$ cat src/rtl/e_m_pipe_reg_if.sv
// E->M pipeline register bus: E-stage fields in, registered M-stage fields and
// M-stage forwarding information out.
interface e_m_pipe_reg_if;
  logic        en;
  logic        clr;
  logic [31:0] E_PC;
  logic [31:0] E_instr;
  logic [31:0] E_ALUout;
  logic [31:0] E_rt_data;
  logic [4:0]  E_A3;
  logic [1:0]  E_WDsel;
  logic [1:0]  E_Tnew;
  logic [31:0] M_PC;
  logic [31:0] M_instr;
  logic [31:0] M_ALUout;
  logic [31:0] M_rt_data;
  logic [4:0]  M_A3;
  logic [1:0]  M_WDsel;
  logic [1:0]  M_Tnew;
  logic        M_valid;
  logic [31:0] M_fwd_data;
  logic [4:0]  M_fwd_A3;

  modport master (
    output en, clr, E_PC, E_instr, E_ALUout, E_rt_data, E_A3, E_WDsel, E_Tnew,
    input  M_PC, M_instr, M_ALUout, M_rt_data, M_A3, M_WDsel, M_Tnew, M_valid,
           M_fwd_data, M_fwd_A3
  );

  modport slave (
    input  en, clr, E_PC, E_instr, E_ALUout, E_rt_data, E_A3, E_WDsel, E_Tnew,
    output M_PC, M_instr, M_ALUout, M_rt_data, M_A3, M_WDsel, M_Tnew, M_valid,
           M_fwd_data, M_fwd_A3
  );
endinterface

$ cat src/rtl/e_m_pipe_reg.sv
// E->M pipeline register of the 5-stage MIPS core with hold, bubble insertion,
// Tnew decrement and the M-stage forwarding outputs.
module e_m_pipe_reg #(
  parameter logic [31:0] PC_RESET = 32'h0000_3000,
  parameter logic [1:0]  WD_ALU   = 2'd0,
  parameter logic [1:0]  WD_MEM   = 2'd1,
  parameter logic [1:0]  WD_PC8   = 2'd2
) (
  input  logic           clk,
  input  logic           reset,
  e_m_pipe_reg_if.slave  bus
);

  logic [31:0] r_pc;
  logic [31:0] r_instr;
  logic [31:0] r_alu;
  logic [31:0] r_rt;
  logic [4:0]  r_a3;
  logic [1:0]  r_wdsel;
  logic [1:0]  r_tnew;
  logic        r_valid;

  logic [31:0] w_fwd_data;
  logic [4:0]  w_fwd_a3;

  always_ff @(posedge clk or negedge reset) begin
    if (!reset) begin
      r_pc    <= PC_RESET;
      r_instr <= '0;
      r_alu   <= '0;
      r_rt    <= '0;
      r_a3    <= '0;
      r_wdsel <= '0;
      r_tnew  <= '0;
      r_valid <= 1'b0;
    end else if (bus.clr) begin
      // Bubble: identical to the reset image, so it never writes or forwards.
      r_pc    <= PC_RESET;
      r_instr <= '0;
      r_alu   <= '0;
      r_rt    <= '0;
      r_a3    <= '0;
      r_wdsel <= '0;
      r_tnew  <= '0;
      r_valid <= 1'b0;
    end else if (bus.en) begin
      r_pc    <= bus.E_PC;
      r_instr <= bus.E_instr;
      r_alu   <= bus.E_ALUout;
      r_rt    <= bus.E_rt_data;
      r_a3    <= bus.E_A3;
      r_wdsel <= bus.E_WDsel;
      r_tnew  <= (bus.E_Tnew == 2'd0) ? 2'd0 : bus.E_Tnew - 2'd1;
      r_valid <= 1'b1;
    end
  end

  always_comb begin
    w_fwd_data = r_alu;
    unique case (r_wdsel)
      WD_PC8:         w_fwd_data = r_pc + 32'd8;
      WD_ALU, WD_MEM: w_fwd_data = r_alu;
      default:        w_fwd_data = r_alu;
    endcase
  end

  // Loads are not ready until W; GPR 0 falls out naturally as "no forward".
  assign w_fwd_a3 = (r_valid && (r_tnew == 2'd0) && (r_wdsel != WD_MEM)) ? r_a3 : 5'd0;

  assign bus.M_PC       = r_pc;
  assign bus.M_instr    = r_instr;
  assign bus.M_ALUout   = r_alu;
  assign bus.M_rt_data  = r_rt;
  assign bus.M_A3       = r_a3;
  assign bus.M_WDsel    = r_wdsel;
  assign bus.M_Tnew     = r_tnew;
  assign bus.M_valid    = r_valid;
  assign bus.M_fwd_data = w_fwd_data;
  assign bus.M_fwd_A3   = w_fwd_a3;

endmodule

$ cat src/flat_wrapper.sv
// flat-port wrapper written by rule: the top's interface ports become plain ports
module e_m_pipe_reg_flat 
#(
  parameter logic [31:0] PC_RESET = 32'h0000_3000,
  parameter logic [1:0]  WD_ALU   = 2'd0,
  parameter logic [1:0]  WD_MEM   = 2'd1,
  parameter logic [1:0]  WD_PC8   = 2'd2
)
  (clk, reset, bus_en, bus_clr, bus_E_PC, bus_E_instr, bus_E_ALUout, bus_E_rt_data, bus_E_A3, bus_E_WDsel, bus_E_Tnew, bus_M_PC, bus_M_instr, bus_M_ALUout, bus_M_rt_data, bus_M_A3, bus_M_WDsel, bus_M_Tnew, bus_M_valid, bus_M_fwd_data, bus_M_fwd_A3);
  e_m_pipe_reg_if bus_i ();
  input  logic clk;
  input  logic reset;
  input wire logic [$bits(bus_i.en)-1:0] bus_en;
  input wire logic [$bits(bus_i.clr)-1:0] bus_clr;
  input wire logic [$bits(bus_i.E_PC)-1:0] bus_E_PC;
  input wire logic [$bits(bus_i.E_instr)-1:0] bus_E_instr;
  input wire logic [$bits(bus_i.E_ALUout)-1:0] bus_E_ALUout;
  input wire logic [$bits(bus_i.E_rt_data)-1:0] bus_E_rt_data;
  input wire logic [$bits(bus_i.E_A3)-1:0] bus_E_A3;
  input wire logic [$bits(bus_i.E_WDsel)-1:0] bus_E_WDsel;
  input wire logic [$bits(bus_i.E_Tnew)-1:0] bus_E_Tnew;
  output wire logic [$bits(bus_i.M_PC)-1:0] bus_M_PC;
  output wire logic [$bits(bus_i.M_instr)-1:0] bus_M_instr;
  output wire logic [$bits(bus_i.M_ALUout)-1:0] bus_M_ALUout;
  output wire logic [$bits(bus_i.M_rt_data)-1:0] bus_M_rt_data;
  output wire logic [$bits(bus_i.M_A3)-1:0] bus_M_A3;
  output wire logic [$bits(bus_i.M_WDsel)-1:0] bus_M_WDsel;
  output wire logic [$bits(bus_i.M_Tnew)-1:0] bus_M_Tnew;
  output wire logic [$bits(bus_i.M_valid)-1:0] bus_M_valid;
  output wire logic [$bits(bus_i.M_fwd_data)-1:0] bus_M_fwd_data;
  output wire logic [$bits(bus_i.M_fwd_A3)-1:0] bus_M_fwd_A3;
  assign bus_i.en = bus_en;
  assign bus_i.clr = bus_clr;
  assign bus_i.E_PC = bus_E_PC;
  assign bus_i.E_instr = bus_E_instr;
  assign bus_i.E_ALUout = bus_E_ALUout;
  assign bus_i.E_rt_data = bus_E_rt_data;
  assign bus_i.E_A3 = bus_E_A3;
  assign bus_i.E_WDsel = bus_E_WDsel;
  assign bus_i.E_Tnew = bus_E_Tnew;
  assign bus_M_PC = bus_i.M_PC;
  assign bus_M_instr = bus_i.M_instr;
  assign bus_M_ALUout = bus_i.M_ALUout;
  assign bus_M_rt_data = bus_i.M_rt_data;
  assign bus_M_A3 = bus_i.M_A3;
  assign bus_M_WDsel = bus_i.M_WDsel;
  assign bus_M_Tnew = bus_i.M_Tnew;
  assign bus_M_valid = bus_i.M_valid;
  assign bus_M_fwd_data = bus_i.M_fwd_data;
  assign bus_M_fwd_A3 = bus_i.M_fwd_A3;
  e_m_pipe_reg #(.PC_RESET(PC_RESET), .WD_ALU(WD_ALU), .WD_MEM(WD_MEM), .WD_PC8(WD_PC8)) u_core (.clk(clk), .reset(reset), .bus(bus_i));
endmodule
$ cat config.mk
export PLATFORM = sky130hd
export DESIGN_NAME = e_m_pipe_reg_flat
export DESIGN_NICKNAME = d
export VERILOG_FILES = /design/src/rtl/e_m_pipe_reg_if.sv /design/src/rtl/e_m_pipe_reg.sv /design/src/flat_wrapper.sv
export SDC_FILE = /design/constraint.sdc
export NUM_CORES = 1
export LEC_CHECK = 0
export BUFFER_PORTS_ARGS = -buffer_cell sky130_fd_sc_hd__buf_4
export CORE_MARGIN = 4
export CORE_UTILIZATION = 48
export CTS_BUF_LIST = sky130_fd_sc_hd__clkbuf_8
export CTS_CLUSTER_DIAMETER = 150
export DETAILED_ROUTE_END_ITERATION = 6
export PLACE_DENSITY = 0.83
export SLEW_MARGIN = 10
export SYNTH_ARGS = -nofsm -noshare
export SYNTH_HDL_FRONTEND = slang
export SYNTH_SLANG_ARGS = --single-unit
$ cat constraint.sdc
create_clock -name clk -period 2.1 [get_ports clk]
set_clock_uncertainty 0.15 [all_clocks]
set_input_delay 0.21 -clock clk [delete_from_list [all_inputs] [get_ports clk]]
set_output_delay 0.21 -clock clk [all_outputs]
set_load 0.01 [all_outputs]
After elaboration in Yosys (flattened, before gate mapping)
Cells that the tools add are included.
{"block": "totals", "reg_bits": 138, "latch_bits": 0, "mem_bits_rw": 0, "romBits": 0, "out_inout_bits": 175, "word_cells": 36, "mem_count": 0}
{"block": "op_classes", "n_addsub": 2, "multipliers": 0, "div": 0, "magnitude_cmp": 0, "n_eq_ne": 2, "n_shift": 0, "n_mux": 19, "n_bitwise": 0, "n_reduce_logical": 5}
{"cell": "32-bit 2-to-1 mux", "n": 9}
{"cell": "32-bit by 4-bit adder with 32-bit output (second input constant)", "n": 1}
{"cell": "5-bit 2-to-1 mux", "n": 3}
{"cell": "2-bit 2-to-1 mux", "n": 5}
{"cell": "2-bit zero test", "n": 2}
{"cell": "2-bit equality test (second input constant)", "n": 1}
{"cell": "1-bit logical AND", "n": 2}
{"cell": "1-bit 2-to-1 mux", "n": 2}
{"cell": "2-bit by 1-bit != test with 1-bit output (second input constant)", "n": 1}
{"cell": "2-bit nonzero test", "n": 1}
{"cell": "2-bit by 1-bit subtractor with 2-bit output (second input constant)", "n": 1}

Depth between registers and ports, before layout
Gate-level depths: netlist of the first run.
{"block": "logic_depth", "word_depth": 4, "depth_mapped": 7, "ltp_nobuf": 5}

Worst setup path before layout of the first run
No wires, ideal clock.
{"block": "synth_path", "path_type": "flip-flop to output port", "from": "register u_core.r_pc[3] (netlist: u_core.bus.M_PC[3])", "to": "output bus_M_fwd_data[25]", "arrival_time_ps": 1816, "required_time_ps": 1740, "slack_ps": -76, "path_stages_with_launch": 8, "n_path_buf": 2, "cell_sequence": "dfrtp_1 -> ha_1 -> and4_1 -> buf_4 -> nand4_1 -> buf_2 -> or3_1 -> a31oi_1"}
{"block": "synth_via", "elab_chain_cells": 2}
{"element": "start: declaration", "line_no": "e_m_pipe_reg.sv:14", "rtl": "logic [31:0] r_pc;"}
{"element": "start signal: assignment", "line_no": "e_m_pipe_reg.sv:47", "rtl": "r_pc <= bus.E_PC;"}
{"element": "32-bit by 4-bit adder with 32-bit output", "line_no": "e_m_pipe_reg.sv:61", "rtl": "WD_PC8: w_fwd_data = r_pc + 32'd8;"}
{"element": "32-bit 2-to-1 mux", "line_no": "e_m_pipe_reg.sv:60", "rtl": "unique case (r_wdsel)"}
{"element": "end: declaration", "line_no": "flat_wrapper.sv:30", "rtl": "output wire logic [$bits(bus_i.M_fwd_data)-1:0] bus_M_fwd_data;"}
Every way passes these cells.

Worst setup path in the final report of the first run
{"block": "layout_path", "from": "register u_core.r_pc[3] (netlist: u_core.bus.M_PC[3])", "to": "output bus_M_fwd_data[23]"}
The elaborated chain is that of the path after synthesis.

==> results of run 1 <==
[layout make-up]
type / count / area (µm²) / area share
Timing Repair Buffer: 533 / 4560 / 0.383
Sequential cell: 138 / 3460 / 0.290
Multi-Input combinational cell: 447 / 3220 / 0.270
Clock buffer: 21 / 289 / 0.0242
Tap cell: 176 / 220 / 0.0185
Clock inverter: 11 / 168 / 0.0141
Inverter: 1 / 3.75 / 0.000315
Antenna cell: 1 / 2.50 / 0.000210
[logic make-up after synthesis]
family,synth area share
AO/OA/AOI/OAI,0.0412
flip-flops,0.526
adder cells (fa/ha/maj),0.00190
XOR/XNOR,0.0160
AND/OR/NAND/NOR,0.178
buffers and inverters,0.0337
multiplexers,0.203
[through the flow]
stage | setup TNS, ps | area [µm²] | power [µW] | hold WS, ps
2_1_floorplan | -30.2 | 6610 | 3490 | -236
5_1_grt | -12330 | 11900 | 7390 | 55.3
3_3_place_gp | -211 | 9520 | 4280 | 0.336
4_1_cts | -8120 | 11700 | 6990 | 28.4
6_report | -10440 | 11900 | 7160 | 46.9
3_5_place_dp | -329 | 9520 | 4300 | 3.00
[flip-flops by register name, summed over array words and instances, names as in the netlist]
register and flops:
u_core.bus.M_PC 32, u_core.bus.M_WDsel 2, u_core.bus.M_Tnew 2, u_core.bus.M_ALUout 32, u_core.bus.M_rt_data 32, u_core.bus.M_A3 5, u_core.bus.M_valid 1, u_core.bus.M_instr 32
[worst reg2reg max path, delay by kind of cell (launching register included)]
family                 cells  cell delay [ps]
DFF                        1              410
and+or+nand+nor            1               60
muxes                      1              150
buffers and inverters      4              500
[worst min path at each step]
| stage | start | depth (start not counted) | slack (ps) | end |
|---|---|---|---|---|
| final | bus_en | 3 | 50 | u_core.bus.M_ALUout[12] |
| after global routing | bus_en | 3 | 60 | u_core.bus.M_PC[6] |
| after CTS | bus_en | 3 | 30 | u_core.bus.M_ALUout[12] |
| after detailed placement | reset | 1 | 3 | u_core.bus.M_PC[29] |
| after global placement | reset | 1 | 0.3 | u_core.bus.M_PC[29] |
| after floorplan | reset | 0 | -240 | u_core.bus.M_A3[0] |
[report_power, final]
group	switching, µW	internal, µW
clock network	1100	1420
registers	137	2810
logic	803	902
[layer usage]
metal	vias to the layer above	routed length (µm)	global-route usage
met2	486	15800	0.655
met5	-	0	0
met3	122	2290	0.0857
met1	3607	10300	0.396
li1	3177	-	-
met4	0	1650	0.185
[layout by cell type (no fill, tap or decap), types with 4 or more instances in the layout]
master,netlist,routed
nand3_1,14,4
nand4_1,9,9
buf_4,1,356
o21ai_1,0,13
o21ai_0,23,7
dfrtp_1,136,135
bufinv_16,0,4
buf_12,0,8
and2_4,0,5
buf_6,2,30
mux2i_1,133,133
dlygate4sd3_1,0,139
nand2_1,35,33
or3_1,6,4
a31oi_2,0,7
clkbuf_8,1,21
nor2_1,148,148
and3_2,5,4
xor2_1,9,6
nand3_2,0,10
or4_4,0,4
[repair_timing]
item,in CTS,in global routing
resized for setup,59,49
cloned,0,0
setup endpoints to repair,34,33
hold buffers,139,0
buffers inserted,16,7
endpoints found under the hold margin,275,0
pin swaps,33,25
==> key figures, run 1 <==
Run
  – Maxcap violations: 0

Synth
  – Ys flop type: dfrtp_1
  – Post-synth top area share: 0.518
  – Mean post-synth cell area: roughly 10 µm²
  – Count leader, synth: nor2_1
  – Post-Syn Nets: 772
  – Top post-synthesis cells by area: dfrtp_1 (52%), mux2i_1 (20%), nor2_1 (8.5%)
  – Cells after Synth: 630
  – Post-synthesis cell type count: 42
  – Commonest cells post-synth: nor2_1 (148), dfrtp_1 (136), mux2i_1 (133)
  – Yosys reg bits: 138
  – Synth warn: 0
  – Ys async rst share: 1.00
  – Area of the mapped netlist: 0.00657 mm²
  – Area leader, netlist: dfrtp_1
  – Sequential cell area fraction in the yosys report: 0.526
  – EDFF count, synth: 0

Place
  – Detail Placement HPWL: 16,600 µm
  – IO buf count: roughly 320
  – GP Congestion: between 0.9 and 1
  – Post-Place Worst Slack: -98.2 ps
  – Placed insts: 1,136

Setup path
  – Worst path depth: 8
  – Setup CP Type: reg -> out
  – Most used cell, CP: buf_6
  – CP startpoint: u_core.bus.M_PC[3]
  – Worst R2R Start: u_core.bus.M_PC[3]
  – CP endpoint: bus_M_fwd_data[23]
  – Worst reg2reg path depth: 6
  – Slowest CP cell: dfrtp_1
  – R2R Path End: u_core.bus.M_PC[3]
  – CP Data Required Time: around 1700 ps
  – CP cell instances: ha_2, and4_4, nand4_1, buf_6, buf_6, or3_4, a31oi_2, buf_4
  – CP arrival: 2430 ps
  – Crit Path Max Fanout: 6
  – Max incr delay on CP: 390 ps
  – Worst reg2reg setup slack: 730 ps
  – Top cell family by delay on the critical path: simple AND/OR/NAND/NOR gates
  – WP buf/inv: 3
  – CP Launch Type: flop
  – Worst Setup End Kind: primary output

Clock network
  – CTS H-tree lvls: 4
  – Worst-skew pair later-pin latency: 460 ps
  – Clock Tree Buf Depth: 2
  – Worst-path clk slew: 80 ps
  – CTS Sinks: 138
  – TritonCTS buffer count: 17
  – CTS root buffer: clkbuf_8
  – CTS tree: done

Timing
  – RSZ-0062 raised after global routing: true
  – Slew Viols, Final: 0
  – Final Cycle Share: 1.33
  – Final hold violations: 0
  – Crit path time final: 2790 ps
  – Endpoints failing setup: 25
  – Worst Max-Slew Pin Slew: roughly 650 ps
  – Setup WS post-layout: -691 ps
  – Fmax: 358 MHz
  – Relative slew slack: 0.569

Worst hold path
  – Class of the worst hold path: in -> reg

Layout
  – Nets: about 1,300
  – Share of cells above drive strength 1: 0.425
  – Layout area overhead: 81.6%
  – Non-Filler Instances: 1,328
  – Final Util: 0.897
  – Fillers: between 500 and 600

Detailed routing
  – Post-route ant nets: 0
  – Drt pass-1 iters: 7
  – Average via count per standard cell: approximately 5.6
  – WL per Instance: 22.7 µm
  – Residual DRC: 0
  – DR iter-0 viols: 663
  – Via count: around 7,400
  – Total wire length: 30,100 µm

Die
  – Initial core utilization: 0.494
  – Core area: approximately 0.013 mm²
  – Site Rows: 42
  – I/O Pins: 316
  – Die Width: 125 µm
  – Die Span Y: 125 µm
  – Die ar.: 0.0156 mm²

Global routing
  – Gr ovfl total: 0
  – Antenna violations before repair: 1
  – Number of global-route vias before repair: between 8,000 and 9,000
  – First-pass GRT wire length: 44,700 µm
  – Largest net degree at the start of global routing: 59
  – GRT Total Usage: 0.363

Status
  – Failing checks: negative setup slack
  – Status: finished, violations left

Power and ir drop
  – Peak supply drop: 458 µV
  – Leakage: between 0.006 and 0.007 µW
  – PD cells: 601 mW/mm²
Note: power is estimated with default switching activity, not from simulation.
==> inputs of run 2 (changes only) <==
--- a/config.mk
+++ b/config.mk
@@ -6,6 +6,7 @@
 export NUM_CORES = 1
 export LEC_CHECK = 0
 export BUFFER_PORTS_ARGS = -buffer_cell sky130_fd_sc_hd__buf_4
+export CORE_ASPECT_RATIO = 1.2
 export CORE_MARGIN = 4
 export CORE_UTILIZATION = 48
 export CTS_BUF_LIST = sky130_fd_sc_hd__clkbuf_8
==> constraint.sdc (replaced) <==
create_clock -name clk -period 3.2 [get_ports clk]
set_clock_uncertainty 0.15 [all_clocks]
set_input_delay 0.32 -clock clk [delete_from_list [all_inputs] [get_ports clk]]
set_output_delay 0.32 -clock clk [all_outputs]
set_load 0.01 [all_outputs]
==> run 2 against run 1 <==
Against the previous run:
- the flow now finishes without violations
- final cell count is 5.9% lower
- core utilization is 8.2 points lower
- sequential share of layout area is 2.9 points higher
- hold slack worse by 30 ps
- critical path depth is 1 lower
- power is 39% lower
- combinational power is 43% lower
- non-clock buffer count is 69 lower
- die area hardly changed
- global-route usage is 2.7 points lower
- register-to-register slack better by 1400 ps
- clock-buffer cell count is 2 lower
- critical path type unchanged
- highest routed layer unchanged
==> key figures, run 2 (same netlist as run 1, synthesis figures left out) <==
Timing
  – RSZ-0062 raised after global routing: false
  – Final Cycle Share: 0.953
  – TNS Setup: 0 ps
  – Relative slew slack: 0.435
  – Slew Viols, Final: 0
  – Final hold violations: 0
  – Endpoints failing setup: 0
  – Fmax: 328 MHz
  – Worst Max-Slew Pin Slew: 847 ps
  – Crit path time final: 3050 ps

Worst hold path
  – WHS Path Cells: 3
  – Hold path endpoint: u_core.bus.M_rt_data[16]
  – Class of the worst hold path: in -> reg
  – Min-delay src: bus_E_rt_data[16]

Setup path
  – CP arrival: 2580 ps
  – Worst reg2reg path depth: 2
  – Crit Path Max Fanout: 9
  – Worst reg2reg setup slack: 2150 ps
  – CP Launch Type: flop
  – R2R Path End: u_core.bus.M_PC[12]
  – Worst Setup End Kind: primary output
  – Setup CP Type: reg -> out
  – CP Data Required Time: 2730 ps
  – Worst R2R Start: u_core.bus.M_PC[12]

Die
  – Initial core utilization: 0.494
  – Die Span Y: 136 µm
  – Site Rows: 46
  – Die Width: approximately 110 µm
  – Core area: 0.0133 mm²
  – I/O Pins: 316
  – Die ar.: 0.0156 mm²

Layout
  – Final instance area: 0.0108 mm²
  – Share of cells above drive strength 1: 0.342
  – Most frequent cells in the layout: buf_4 (322), nor2_1 (148), dlygate4sd3_1 (136), dfrtp_1 (135), mux2i_1 (133)
  – Layout area overhead: 65.0%
  – Fillers: about 700
  – Sequential cell area: about 0.0035 mm²
  – Multi-input combinational cell area: 0.00289 mm²
  – Most common cell after layout, fill and taps aside: buf_4
  – Nets: about 1,200

Clock network
  – CTS Sinks: around 140
  – Clock Tree Buf Depth: 2
  – CTS H-tree lvls: 4
  – TritonCTS buffer count: 17
  – CTS tree: done
  – CTS root buffer: clkbuf_8
  – Worst-path clk slew: roughly 80 ps
  – Worst-skew pair later-pin latency: 440 ps

Power and ir drop
  – Leakage: 0.00559 µW
  – Peak supply drop: roughly 370 µV
  – Total power: 4350 µW
  – PD cells: 402 mW/mm²

Global routing
  – First-pass GRT wire length: approximately 40,000 µm
  – GRT Total Usage: 0.336
  – Largest net degree at the start of global routing: approximately 80
  – Antenna violations before repair: 1
  – Gr ovfl total: 0
  – Number of global-route vias before repair: 7,448

Status
  – Status: complete, no violations

Place
  – GP Congestion: about 0.9
  – DP Area: 0.00907 mm²
  – IO buf count: 315
  – Detail Placement HPWL: between 15,000 and 20,000 µm

Run
  – Maxcap violations: 0

Detailed routing
  – WL per Instance: 21.3 µm
  – Average via count per standard cell: 5.52
  – Drt pass-1 iters: 5
  – Total wire length: 26,600 µm
  – Via count: 6,905
  – Residual DRC: 0
  – DR iter-0 viols: around 610
  – Post-route ant nets: 0
run 2: cell count changes in the layout (fill, tap and decap cells not counted), moves of 4 or more:
| cell | previous run | this run |
|---|---|---|
| nand3_1 | 4 | 14 |
| or4_4 | 4 | 0 |
| a31oi_2 | 7 | 0 |
| nand3_2 | 10 | 0 |
| or4_1 | 1 | 5 |
| a31oi_1 | 3 | 13 |
| o21ai_0 | 7 | 23 |
| and2_1 | 2 | 7 |
| o21ai_1 | 13 | 0 |
| buf_12 | 8 | 4 |
| buf_6 | 30 | 2 |
| and2_4 | 5 | 0 |
| buf_4 | 356 | 322 |
run 2: timing repair:
action	in CTS	in global routing
pin swaps	1	0
endpoints found under the setup margin	1	4
resized for setup	0	2
setup buffers	2	0
hold buffers	134	2
hold endpoints to repair	190	2
run 2: final cells by class:
class | count | area share
repair buffers | 464 | 0.358
flip-flops and latches | 138 | 0.319
multi-input cells | 447 | 0.267
clock buffers | 19 | 0.0241
well taps | 168 | 0.0194
clock inverters | 12 | 0.0117
inverters | 1 | 0.000346
diodes | 1 | 0.000231
run 2: metal layers:
metal,vias to the layer above,GRT usage,part of all wire
met2,417,0.601,0.53
met1,3359,0.360,0.33
met5,-,0,0
met4,0,0.170,0.051
met3,93,0.0935,0.089
li1,3036,-,-
run 2: through the flow:
stage	utilization	std cells	hold slack (ps)	worst slack (ps)
2_1_floorplan	-	630	-126	914
3_3_place_gp	0.682	1080	172	552
6_report	0.815	1250	16.4	150
3_5_place_dp	0.682	1080	171	495
5_1_grt	0.815	1250	15.5	8.12
4_1_cts	0.813	1247	0.216	181
run 2: how the worst max path moves through the flow:
| stage | end | depth (start not counted) | from |
|---|---|---|---|
| 2_1_floorplan | bus_M_fwd_data[25] | 7 | u_core.bus.M_PC[3] |
| 3_3_place_gp | bus_M_fwd_data[31] | 6 | u_core.bus.M_PC[3] |
| 3_5_place_dp | bus_M_fwd_data[31] | 6 | u_core.bus.M_PC[3] |
| 4_1_cts | bus_M_fwd_data[31] | 7 | u_core.bus.M_PC[3] |
| 5_1_grt | bus_M_fwd_data[31] | 6 | u_core.bus.M_PC[12] |
| 6_report | bus_M_fwd_data[31] | 7 | u_core.bus.M_PC[4] |
run 2: worst max-delay path, stage by stage (launching register included):
cell     delay [ps]
dfrtp_1         420
ha_1            230
and4_2          330
nand4_1         120
buf_4           190
or4_1           480
a31oi_1         210
buf_4           150
run 2: power breakdown:
part	switching, µW	internal (µW)
logic	452	522
clock network	706	726
registers	105	1840
